[src/rtl/cameralink_pkg.sv]
`default_nettype none
// ============================================================================
//  Module   : cameralink_pkg
//  Brief    : Shared constants and types for the Camera Link Medium TX framer.
//  Revision : 1.0 - initial release
// ============================================================================
package cameralink_pkg;

   localparam int PIX_W        = 12;
   localparam int PIX_PER_BEAT = 4;
   localparam int LANE_W       = 7;
   localparam int LANES        = 4;
   localparam int CHIP_W       = LANE_W * LANES;

   localparam logic [2:0] ST_IDLE   = 3'd0;
   localparam logic [2:0] ST_FRONT  = 3'd1;
   localparam logic [2:0] ST_LINE   = 3'd2;
   localparam logic [2:0] ST_HBLANK = 3'd3;
   localparam logic [2:0] ST_VBLANK = 3'd4;

   // Control bits live in lane 2; the spare bit is lane 3 bit 0.
   localparam int LANE_DVAL_BIT  = 0;
   localparam int LANE_FVAL_BIT  = 1;
   localparam int LANE_LVAL_BIT  = 2;
   localparam int LANE_SPARE_BIT = 0;

   typedef struct packed {
      logic lval;
      logic fval;
      logic dval;
   } ctrl_t;

   function automatic int cnt_w(input int n);
      return (n < 2) ? 1 : $clog2(n);
   endfunction

endpackage
`default_nettype wire

[src/rtl/cameralink_medium_tx_framer_if.sv]
`default_nettype none
// ============================================================================
//  Module   : cameralink_medium_tx_framer_if
//  Brief    : Pixel-stream / serializer-word bundle for the Medium TX framer.
//  Revision : 1.0 - initial release
// ============================================================================
interface cameralink_medium_tx_framer_if;
   import cameralink_pkg::*;

   logic                           frame_start;
   logic [15:0]                    lineWidth;
   logic [15:0]                    frameHeight;
   logic [PIX_W*PIX_PER_BEAT-1:0]  pix_data;
   logic                           pix_vld;
   logic                           pix_rdy;
   logic [2*CHIP_W-1:0]            tx_data;
   logic                           busy;
   logic                           frame_done;
   logic [15:0]                    stall_cnt;

   modport master (
      output frame_start, lineWidth, frameHeight, pix_data, pix_vld,
      input  pix_rdy, tx_data, busy, frame_done, stall_cnt
   );

   modport slave (
      input  frame_start, lineWidth, frameHeight, pix_data, pix_vld,
      output pix_rdy, tx_data, busy, frame_done, stall_cnt
   );

endinterface
`default_nettype wire

[src/rtl/cameralink_tx_pack.sv]
`default_nettype none
// ============================================================================
//  Module   : cameralink_tx_pack
//  Brief    : Maps one pixel pair plus LVAL/FVAL/DVAL onto 4 x 7 lane bits.
//  Revision : 1.0 - initial release
// ============================================================================
module cameralink_tx_pack
   import cameralink_pkg::*;
(
   input  logic [2*PIX_W-1:0] i_pair,
   input  ctrl_t              i_ctrl,
   output logic [CHIP_W-1:0]  o_lanes
);

   logic [7:0]        port_a;
   logic [7:0]        port_b;
   logic [7:0]        port_c;
   logic [LANE_W-1:0] lane0;
   logic [LANE_W-1:0] lane1;
   logic [LANE_W-1:0] lane2;
   logic [LANE_W-1:0] lane3;

   // Pair layout {px1, px0} lines up byte-wise with ports A/B/C.
   assign port_a = i_pair[7:0];
   assign port_b = i_pair[15:8];
   assign port_c = i_pair[23:16];

   always_comb begin
      lane0 = '0;
      lane1 = '0;
      lane2 = '0;
      lane3 = '0;

      lane0[0] = port_b[0];
      for (int i = 0; i < 6; i++) lane0[6-i] = port_a[i];

      for (int i = 0; i < 5; i++) lane1[6-i] = port_b[i+1];
      lane1[1] = port_c[0];
      lane1[0] = port_c[1];

      for (int i = 0; i < 4; i++) lane2[6-i] = port_c[i+2];
      lane2[LANE_LVAL_BIT] = i_ctrl.lval;
      lane2[LANE_FVAL_BIT] = i_ctrl.fval;
      lane2[LANE_DVAL_BIT] = i_ctrl.dval;

      lane3[6] = port_a[6];
      lane3[5] = port_a[7];
      lane3[4] = port_b[6];
      lane3[3] = port_b[7];
      lane3[2] = port_c[6];
      lane3[1] = port_c[7];
      lane3[LANE_SPARE_BIT] = 1'b0;
   end

   assign o_lanes = {lane3, lane2, lane1, lane0};

endmodule
`default_nettype wire

[src/rtl/cameralink_medium_tx_framer.sv]
`default_nettype none
// ============================================================================
//  Module   : cameralink_medium_tx_framer
//  Brief    : Camera Link Medium frame timing generator and X/Y lane packer.
//  Revision : 1.0 - initial release
// ============================================================================
module cameralink_medium_tx_framer
   import cameralink_pkg::*;
#(
   parameter int V_FRONT = 4,
   parameter int H_BLANK = 16,
   parameter int V_BLANK = 32
) (
   input  logic                          sys_clk,
   input  logic                          sys_rst,
   cameralink_medium_tx_framer_if.slave  bus
);

   localparam int BLANK_MAX = (V_FRONT > H_BLANK) ?
                              ((V_FRONT > V_BLANK) ? V_FRONT : V_BLANK) :
                              ((H_BLANK > V_BLANK) ? H_BLANK : V_BLANK);
   localparam int BLANK_W   = cnt_w(BLANK_MAX);

   localparam logic [BLANK_W-1:0] FRONT_LAST = BLANK_W'(V_FRONT - 1);
   localparam logic [BLANK_W-1:0] HBL_LAST   = BLANK_W'(H_BLANK - 1);
   localparam logic [BLANK_W-1:0] VBL_LAST   = BLANK_W'(V_BLANK - 1);

   logic [2:0]           state_q,  state_d;
   logic [BLANK_W-1:0]   blank_q,  blank_d;
   logic [13:0]          col_q,    col_d;
   logic [15:0]          line_q,   line_d;
   logic [13:0]          beats_q,  beats_d;
   logic [15:0]          height_q, height_d;
   logic [15:0]          stall_q,  stall_d;
   logic [2*CHIP_W-1:0]  tx_q,     tx_d;

   logic                 start_ok;
   logic                 last_beat;
   logic                 last_line;
   ctrl_t                ctrl;
   logic [PIX_W*PIX_PER_BEAT-1:0] pix_masked;
   logic [CHIP_W-1:0]    chip_lanes [2];

   assign start_ok  = bus.frame_start && (bus.lineWidth[15:2] != 14'd0)
                      && (bus.frameHeight != 16'd0);
   assign last_beat = (col_q == beats_q - 14'd1);
   assign last_line = (line_q == height_q - 16'd1);

   always_comb begin
      ctrl.lval = (state_q == ST_LINE);
      ctrl.fval = (state_q == ST_FRONT) || (state_q == ST_LINE) || (state_q == ST_HBLANK);
      ctrl.dval = ctrl.lval && bus.pix_vld;
   end

   always_comb begin
      state_d  = state_q;
      blank_d  = blank_q;
      col_d    = col_q;
      line_d   = line_q;
      beats_d  = beats_q;
      height_d = height_q;
      stall_d  = stall_q;

      case (state_q)
         ST_IDLE: begin
            if (start_ok) begin
               state_d  = ST_FRONT;
               beats_d  = bus.lineWidth[15:2];
               height_d = bus.frameHeight;
               stall_d  = '0;
               blank_d  = '0;
               col_d    = '0;
               line_d   = '0;
            end
         end
         ST_FRONT: begin
            if (blank_q == FRONT_LAST) begin
               state_d = ST_LINE;
               blank_d = '0;
            end else begin
               blank_d = blank_q + BLANK_W'(1);
            end
         end
         ST_LINE: begin
            if (!bus.pix_vld) begin
               if (stall_q != 16'hFFFF) stall_d = stall_q + 16'd1;
            end else if (last_beat) begin
               col_d   = '0;
               blank_d = '0;
               state_d = last_line ? ST_VBLANK : ST_HBLANK;
            end else begin
               col_d = col_q + 14'd1;
            end
         end
         ST_HBLANK: begin
            if (blank_q == HBL_LAST) begin
               state_d = ST_LINE;
               line_d  = line_q + 16'd1;
               blank_d = '0;
            end else begin
               blank_d = blank_q + BLANK_W'(1);
            end
         end
         ST_VBLANK: begin
            if (blank_q == VBL_LAST) begin
               state_d = ST_IDLE;
               blank_d = '0;
            end else begin
               blank_d = blank_q + BLANK_W'(1);
            end
         end
         default: state_d = ST_IDLE;
      endcase
   end

   // Stall cycles carry LVAL only; pixel bits are forced to zero.
   assign pix_masked = ctrl.dval ? bus.pix_data : '0;

   for (genvar g = 0; g < 2; g++) begin : g_chip
      cameralink_tx_pack u_pack (
         .i_pair  (pix_masked[g*2*PIX_W +: 2*PIX_W]),
         .i_ctrl  (ctrl),
         .o_lanes (chip_lanes[g])
      );
   end

   assign tx_d = {chip_lanes[1], chip_lanes[0]};

   always_ff @(posedge sys_clk or posedge sys_rst) begin
      if (sys_rst) begin
         state_q  <= ST_IDLE;
         blank_q  <= '0;
         col_q    <= '0;
         line_q   <= '0;
         beats_q  <= '0;
         height_q <= '0;
         stall_q  <= '0;
         tx_q     <= '0;
      end else begin
         state_q  <= state_d;
         blank_q  <= blank_d;
         col_q    <= col_d;
         line_q   <= line_d;
         beats_q  <= beats_d;
         height_q <= height_d;
         stall_q  <= stall_d;
         tx_q     <= tx_d;
      end
   end

   assign bus.tx_data    = tx_q;
   assign bus.pix_rdy    = (state_q == ST_LINE);
   assign bus.busy       = (state_q != ST_IDLE);
   assign bus.frame_done = (state_q == ST_VBLANK) && (blank_q == VBL_LAST);
   assign bus.stall_cnt  = stall_q;

endmodule
`default_nettype wire
[src/flat_wrapper.sv]
// flat-port wrapper written by rule: the top's interface ports become plain ports
module cameralink_medium_tx_framer_flat import cameralink_pkg::*;
#(
   parameter int V_FRONT = 4,
   parameter int H_BLANK = 16,
   parameter int V_BLANK = 32
)
  (sys_clk, sys_rst, bus_frame_start, bus_lineWidth, bus_frameHeight, bus_pix_data, bus_pix_vld, bus_pix_rdy, bus_tx_data, bus_busy, bus_frame_done, bus_stall_cnt);
  cameralink_medium_tx_framer_if bus_i ();
  input  logic sys_clk;
  input  logic sys_rst;
  input wire logic [$bits(bus_i.frame_start)-1:0] bus_frame_start;
  input wire logic [$bits(bus_i.lineWidth)-1:0] bus_lineWidth;
  input wire logic [$bits(bus_i.frameHeight)-1:0] bus_frameHeight;
  input wire logic [$bits(bus_i.pix_data)-1:0] bus_pix_data;
  input wire logic [$bits(bus_i.pix_vld)-1:0] bus_pix_vld;
  output wire logic [$bits(bus_i.pix_rdy)-1:0] bus_pix_rdy;
  output wire logic [$bits(bus_i.tx_data)-1:0] bus_tx_data;
  output wire logic [$bits(bus_i.busy)-1:0] bus_busy;
  output wire logic [$bits(bus_i.frame_done)-1:0] bus_frame_done;
  output wire logic [$bits(bus_i.stall_cnt)-1:0] bus_stall_cnt;
  assign bus_i.frame_start = bus_frame_start;
  assign bus_i.lineWidth = bus_lineWidth;
  assign bus_i.frameHeight = bus_frameHeight;
  assign bus_i.pix_data = bus_pix_data;
  assign bus_i.pix_vld = bus_pix_vld;
  assign bus_pix_rdy = bus_i.pix_rdy;
  assign bus_tx_data = bus_i.tx_data;
  assign bus_busy = bus_i.busy;
  assign bus_frame_done = bus_i.frame_done;
  assign bus_stall_cnt = bus_i.stall_cnt;
  cameralink_medium_tx_framer #(.V_FRONT(V_FRONT), .H_BLANK(H_BLANK), .V_BLANK(V_BLANK)) u_core (.sys_clk(sys_clk), .sys_rst(sys_rst), .bus(bus_i));
endmodule
[config.mk]
export PLATFORM = sky130hd
export DESIGN_NAME = cameralink_medium_tx_framer_flat
export DESIGN_NICKNAME = d
export VERILOG_FILES = /design/src/rtl/cameralink_pkg.sv /design/src/rtl/cameralink_medium_tx_framer_if.sv /design/src/rtl/cameralink_tx_pack.sv /design/src/rtl/cameralink_medium_tx_framer.sv /design/src/flat_wrapper.sv
export SDC_FILE = /design/constraint.sdc
export NUM_CORES = 1
export LEC_CHECK = 0
export CELL_PAD_IN_SITES_DETAIL_PLACEMENT = 1
export CELL_PAD_IN_SITES_GLOBAL_PLACEMENT = 1
export CORE_MARGIN = 2
export CORE_UTILIZATION = 34
export CTS_CLUSTER_DIAMETER = 120
export DETAILED_ROUTE_END_ITERATION = 10
export PLACE_DENSITY_LB_ADDON = 0.25
export SETUP_SLACK_MARGIN = 0.2
export SLEW_MARGIN = 25
export SYNTH_ARGS = -nofsm -noshare
export SYNTH_HDL_FRONTEND = slang
export SYNTH_SLANG_ARGS = --single-unit
export TNS_END_PERCENT = 20
[constraint.sdc]
create_clock -name sys_clk -period 4.7 [get_ports sys_clk]
set_clock_uncertainty 0.05 [all_clocks]
set_input_delay 0.94 -clock sys_clk [delete_from_list [all_inputs] [get_ports sys_clk]]
set_output_delay 0.94 -clock sys_clk [all_outputs]
set_load 0.01 [all_outputs]
==> out/qor.yml, run 1 <==
run_status:
  outcome: "finished, final reports clean"
cells_and_area:
  fin_area_mm2: 0.009054
  layout_commonest_cell: "clkdlybuf4s50_1"
  final_nets: 932
  drive_gt1_frac: 0.06338
  final_cell_mix: "clkdlybuf4s50_1 (154), dfrtp_1 (135), nand2_1 (109)"
  syn_to_final_growth_pct: 35.10
  antenna_cells: 0
timing:
  min_period_ns: 3.458
  fin_ws_ns: 1.242
  slew_headroom: 0.5116
  worst_slew_pin_slew_ns: 0.7327
  fin_setup_tns_ns: 0
  setup_violations: 0
  fin_crit_sh: 0.7356
  max_freq_mhz: 289.2
  finalHoldViolCount: 0
  rsz0062_at_grt: "false"
  maxSlewViolCount: 0
grt:
  grt_pass1_vias: 6002
  antenna_found_initial: 0
  globalRouteOverflowTotal: 0
  grt_pass1_wl_um: 30710
  grt_max_degree: 87
  grt_usage: 0.1893
clock_tree:
  numCtsBuffers: 17
  cts_setup_buffers: 0
  h-tree-depth: 4
  clock_path_buffers: 2
  clockRootBuffer: "clkbuf_16"
  holdBufCountCts: 0
  cts_resized: 0
  clkTransAtPathRegs_ns: 0.07
  cts_tree: "yes"
  clock-sinks: 135
  clk_latency_ns: 0.43
critical_path:
  cp.depth: 10
  r2r_cells: 10
  max_stage_delay_ns: 0.56
  setup.worst_path.class: "flop to flop"
  cp_cell_sequence: "inv_1 -> ha_1 -> or4b_1 -> nor2_2 -> mux2i_1 -> o31a_1 -> o221ai_1 -> or4_4 -> o21ai_2 -> nor2_1"
  cp_max_fo: 13
  worst_ep_required_time_ns: 4.93
  cpMaxStageDelayCell: "or4_4"
  endpoint_kind: "flop"
  cp-start-kind: "flop"
  path_buf_inv: 1
  crit_arrival_ns: 3.69
  path_delay_family: "simple AND/OR/NAND/NOR gates"
  r2r_slack_ns: 1.24
routing:
  drtIter0Drc: 231
  wl_per_cell_um: 17.35
  via_per_inst: 5.082
  ant_nets: 0
  num_vias: 5677
  drcViolationCount: 0
  firstDrtPassIters: 4
  postRouteWirelength_um: 19380
synthesis:
  yosysTopAreaCell: "dfrtp_1"
  syn_inst: 700
  yosysTopAreaCellShare: 0.5041
  ys.flop_type: "dfrtp_1"
  synth.yosys.seq_area_share: 0.5041
  syn_avg_cell_area_um2: 9.573
  ys_top_cells_by_area: "dfrtp_1 (50%), nand2_1 (6.1%), and3_1 (5.6%)"
  syn-cell-area_mm2: 0.006701
  synth_seq_cells: 135
  async_flop_share: 1.000
  ys.warnings.count: 0
  synth-edff-count: 0
  yosysUniqueCellTypes: 65
placed_design:
  placedInstanceArea_mm2: 0.008444
  place_congestion: 0.8218
  post-place-ws_ns: 0.9299
  dp_hpwl_um: 13960
  portBuffers: 154
power:
  p_leak_nw: 4.149
  vdd_drop_max_mv: 0.2454
  p_per_area_mw_per_mm2: 466.6
floorplanning:
  io_pins: 159
  die_h_um: 144.4
  core-area_mm2: 0.01940
  dieWidth_um: 144.4
  die_area_mm2: 0.02085
  initial_utilization: 0.3455
  num_rows: 51
min_path:
  min_path_cells: 2
  hold_path.class: "flop to flop"
run:
  timing.max_cap.violations: 0
-- cell type report --
| cell class | instances | area, um^2 |
|---|---|---|
| inverter | 17 | 67.56 |
| clock buffer | 17 | 425.4 |
| fill | 2218 | 10340 |
| clock inverter | 15 | 163.9 |
| tap | 265 | 331.6 |
| timing repair buffer | 161 | 1619 |
| multi-input combinational | 507 | 3068 |
| sequential | 135 | 3378 |
-- worst paths after layout --
kind                                     start                      to
max                          u_core.beats_q[0]        u_core.col_q[10]
min                        u_core.height_q[15]     u_core.height_q[15]
max reg2reg                  u_core.beats_q[0]        u_core.col_q[10]
min reg2reg                u_core.height_q[15]     u_core.height_q[15]
max in group asynchronous              sys_rst  u_core.bus.tx_data[42]
min in group asynchronous              sys_rst  u_core.bus.tx_data[11]
-- state kept, by name, summed over array words and instances (netlist names) --
signal                flops
u_core.line_q            16
u_core.height_q          16
u_core.bus.tx_data       51
u_core.blank_q            5
u_core.bus.stall_cnt     16
u_core.col_q             14
u_core.beats_q           14
u_core.state_q            3
-- power by group --
group,internal [W],switching (W)
sequential,0.00135,0.000289
combinational,0.000571,0.000709
clock,0.000707,0.000600
-- cells in the mapped netlist, drive strengths merged, types with 4 or more instances --
master / count
nor3: 15
xor2: 42
mux2i: 4
or4: 4
inv: 17
a22o: 4
o21ai: 24
nor2b: 4
or3: 7
nor4: 15
dfrtp: 135
nand4: 17
a21oi: 12
a31oi: 4
xnor2: 30
nand2: 110
and3: 60
nor2: 66
nand3: 29
clkbuf: 31
ha: 9
buf: 11
o21a: 4
-- layer usage --
metal  track usage  vias to the layer above  wire (um)
met4       0.04497                        0        165
li1              -                     2682          -
met5             0                        -          0
met3       0.05364                       12        833
met2        0.3303                       99      10060
met1        0.2321                     2884       8314
-- tightest hold or removal path: cells and delay by family (launching register included) --
family	cells	cell delay, ns
DFF	1	0.37
and+or+nand+nor	2	0.12
-- per-stage QoR --
step / instances / hold WS, ns / power [W] / utilization
3_5_place_dp: 1084 / 0.4538 / 0.002935 / 0.4353
2_1_floorplan: 701 / 0.4165 / 0.002482 / -
4_1_cts: 1116 / 0.4754 / 0.004259 / 0.4657
5_1_grt: 1117 / 0.4978 / 0.004479 / 0.4667
6_report: 1117 / 0.4703 / 0.004225 / 0.4667
3_3_place_gp: 1084 / 0.4326 / 0.002848 / 0.4353
-- cells by family (layout without fill, tap and decap cells) --
| logic type | Yosys count | in the layout | share of synthesized area |
|---|---|---|---|
| multiplexers | 5 | 5 | 0.007655 |
| flip-flops | 135 | 135 | 0.5041 |
| AO/OA/AOI/OAI | 73 | 73 | 0.07319 |
| XOR/XNOR | 72 | 72 | 0.09410 |
| buffers and inverters | 59 | 210 | 0.03883 |
| AND/OR/NAND/NOR | 346 | 346 | 0.2647 |
| other | 1 | 2 | 0.0005596 |
| adder cells (fa/ha/maj) | 9 | 9 | 0.01680 |
Power figures use the tool's default switching activity.
==> run 2: changes to the inputs <==
- clock period: 4.7 -> 3.05 ns (I/O delays scaled with it)
==> out/qor.yml, run 2 (synthesis gave the netlist of run 1 again) <==
cells_and_area:
  finish.utilization: 0.4806
  multi_input_comb_area_mm2: 0.003193
  final_cell_mix: "clkdlybuf4s50_1 (153), dfrtp_1 (133), nand2_1 (109)"
  final_nets: 950
  drive_gt1_frac: 0.1034
  largest_reg_flops: 51
  layout_commonest_cell: "clkdlybuf4s50_1"
  fin_cells: 1135
  fin_area_mm2: 0.009323
  syn_to_final_growth_pct: 39.11
  fillers: 2193
  layout.area.seq_mm2: 0.003381
  antenna_cells: 0
routing:
  postRouteWirelength_um: 20030
  firstDrtPassIters: 4
  drcViolationCount: 0
  wl_per_cell_um: 17.64
  via_per_inst: 5.082
  num_vias: 5768
  drtIter0Drc: 322
  ant_nets: 0
floorplanning:
  initial_utilization: 0.3455
  dieWidth_um: 144.4
  die_h_um: 144.4
  num_rows: 51
  die_area_mm2: 0.02085
  core-area_mm2: 0.01940
  io_pins: 159
power:
  comb_power_share: 0.336
  p_leak_nw: 4.258
  swShare: 0.3703
  seqPwrFrac: 0.362
  power.internal_w: 0.004329
  p_per_area_mw_per_mm2: 737.4
  p_switching_w: 0.002546
  power_frac_clock: 0.302
  vdd_drop_max_mv: 0.3934
placed_design:
  post-place-ws_ns: -0.04719
  place_congestion: 0.8322
  dp_hpwl_um: 14160
  placedInstanceArea_mm2: 0.008517
  portBuffers: 154
  dp.cells: 1092
critical_path:
  crit_arrival_ns: 3.14
  cp_max_fo: 5
  cpMaxStageDelayCell: "or4_4"
  setup.worst_path.class: "flop to flop"
  cp-start-kind: "flop"
  worst_ep_required_time_ns: 3.32
  cp_cell_sequence: "inv_2 -> ha_4 -> buf_6 -> and2_4 -> or4b_4 -> a21oi_4 -> a311oi_2 -> or4_4 -> o21a_1 -> a22o_1"
  max_stage_delay_ns: 0.56
  endpoint_kind: "flop"
grt:
  antenna_found_initial: 0
  grt_max_degree: 136
  grt_pass1_vias: 6354
  grt_pass1_wl_um: 32310
  grt_usage: 0.1994
  globalRouteOverflowTotal: 0
clock_tree:
  clkTransAtPathRegs_ns: 0.06
  h-tree-depth: 4
  clk_latency_ns: 0.43
  holdBufCountCts: 0
  clockRootBuffer: "clkbuf_16"
  clock-sinks: 135
  numCtsBuffers: 17
  cts_tree: "yes"
  clock_path_buffers: 2
timing:
  finalHoldViolCount: 0
  setup_violations: 0
  rsz0062_at_grt: "true"
  fin_crit_sh: 0.9409
  max_freq_mhz: 348.5
  maxSlewViolCount: 0
  min_period_ns: 2.870
  slew_headroom: 0.4648
  fin_setup_tns_ns: 0
  fin_ws_ns: 0.1802
  worst_slew_pin_slew_ns: 0.8028
min_path:
  hold_path.class: "flop to flop"
run_status:
  outcome: "finished, final reports clean"
run:
  timing.max_cap.violations: 0
## run 2: changes by cell type in the layout (fill, tap and decap cells not counted), moves of 3 or more
cell      delta
buf_4       +16
clkinv_4     -4
clkinv_8     -4
inv_6        +3
nor2_4       +3
## run 2: cell type report
class / instances / area share
sequential: 135 / 0.3626
clock inverter: 14 / 0.01611
tap: 265 / 0.03557
inverter: 17 / 0.007247
clock buffer: 18 / 0.04711
timing repair buffer: 179 / 0.1888
multi-input combinational: 507 / 0.3425
## run 2: power groups by stage
| stage | Combinational (W) | Sequential [W] | Clock, W |
|---|---|---|---|
| 4_1_cts | 0.00217 | 0.00249 | 0.00213 |
| 5_1_grt | 0.00257 | 0.00253 | 0.00221 |
| 3_3_place_gp | 0.00197 | 0.00249 | 0 |
| 2_1_floorplan | 0.00144 | 0.00238 | 0 |
| 3_5_place_dp | 0.00209 | 0.00250 | 0 |
| 6_report | 0.00231 | 0.00249 | 0.00208 |
## run 2: what timing repair did
item | 4_1_cts | 5_1_grt
setup buffers | 3 | 8
setup endpoints to repair | 21 | 26
resized for setup | 18 | 11
pin swaps | 6 | 19
## run 2: per-stage QoR
step	hold WS (ns)	power, W
final	0.4733	0.006874
after global routing	0.4917	0.007314
after CTS	0.4777	0.006795
after detailed placement	0.4632	0.004588
after global placement	0.4292	0.004452
after floorplan	0.4165	0.003824
## run 2: metal layers
metal,track usage,share of wire
met1,0.2436,0.43
met2,0.3377,0.52
met3,0.04934,0.035
met4,0.08125,0.019
met5,0,0
## run 2: critical path, delay by kind of cell (launching register included)
kind	cells	cell delay, ns
AND/OR/NAND/NOR	3	1.25
buffers and inverters	2	0.20
adder cells (fa/ha/maj)	1	0.16
flip-flops	1	0.41
AO/OA/AOI/OAI	4	0.69
## run 2: path summary, 6_finish.rpt
check,from,endpoint,slack [ns],depth (start not counted)
min,u_core.blank_q[0],u_core.blank_q[0],0.47,1
min reg2reg,u_core.blank_q[0],u_core.blank_q[0],0.47,1
min in group asynchronous,sys_rst,u_core.bus.tx_data[10],0.66,3
max,u_core.beats_q[0],u_core.blank_q[1],0.18,10
max reg2reg,u_core.beats_q[0],u_core.blank_q[1],0.18,10
max in group asynchronous,sys_rst,u_core.height_q[2],1.61,3
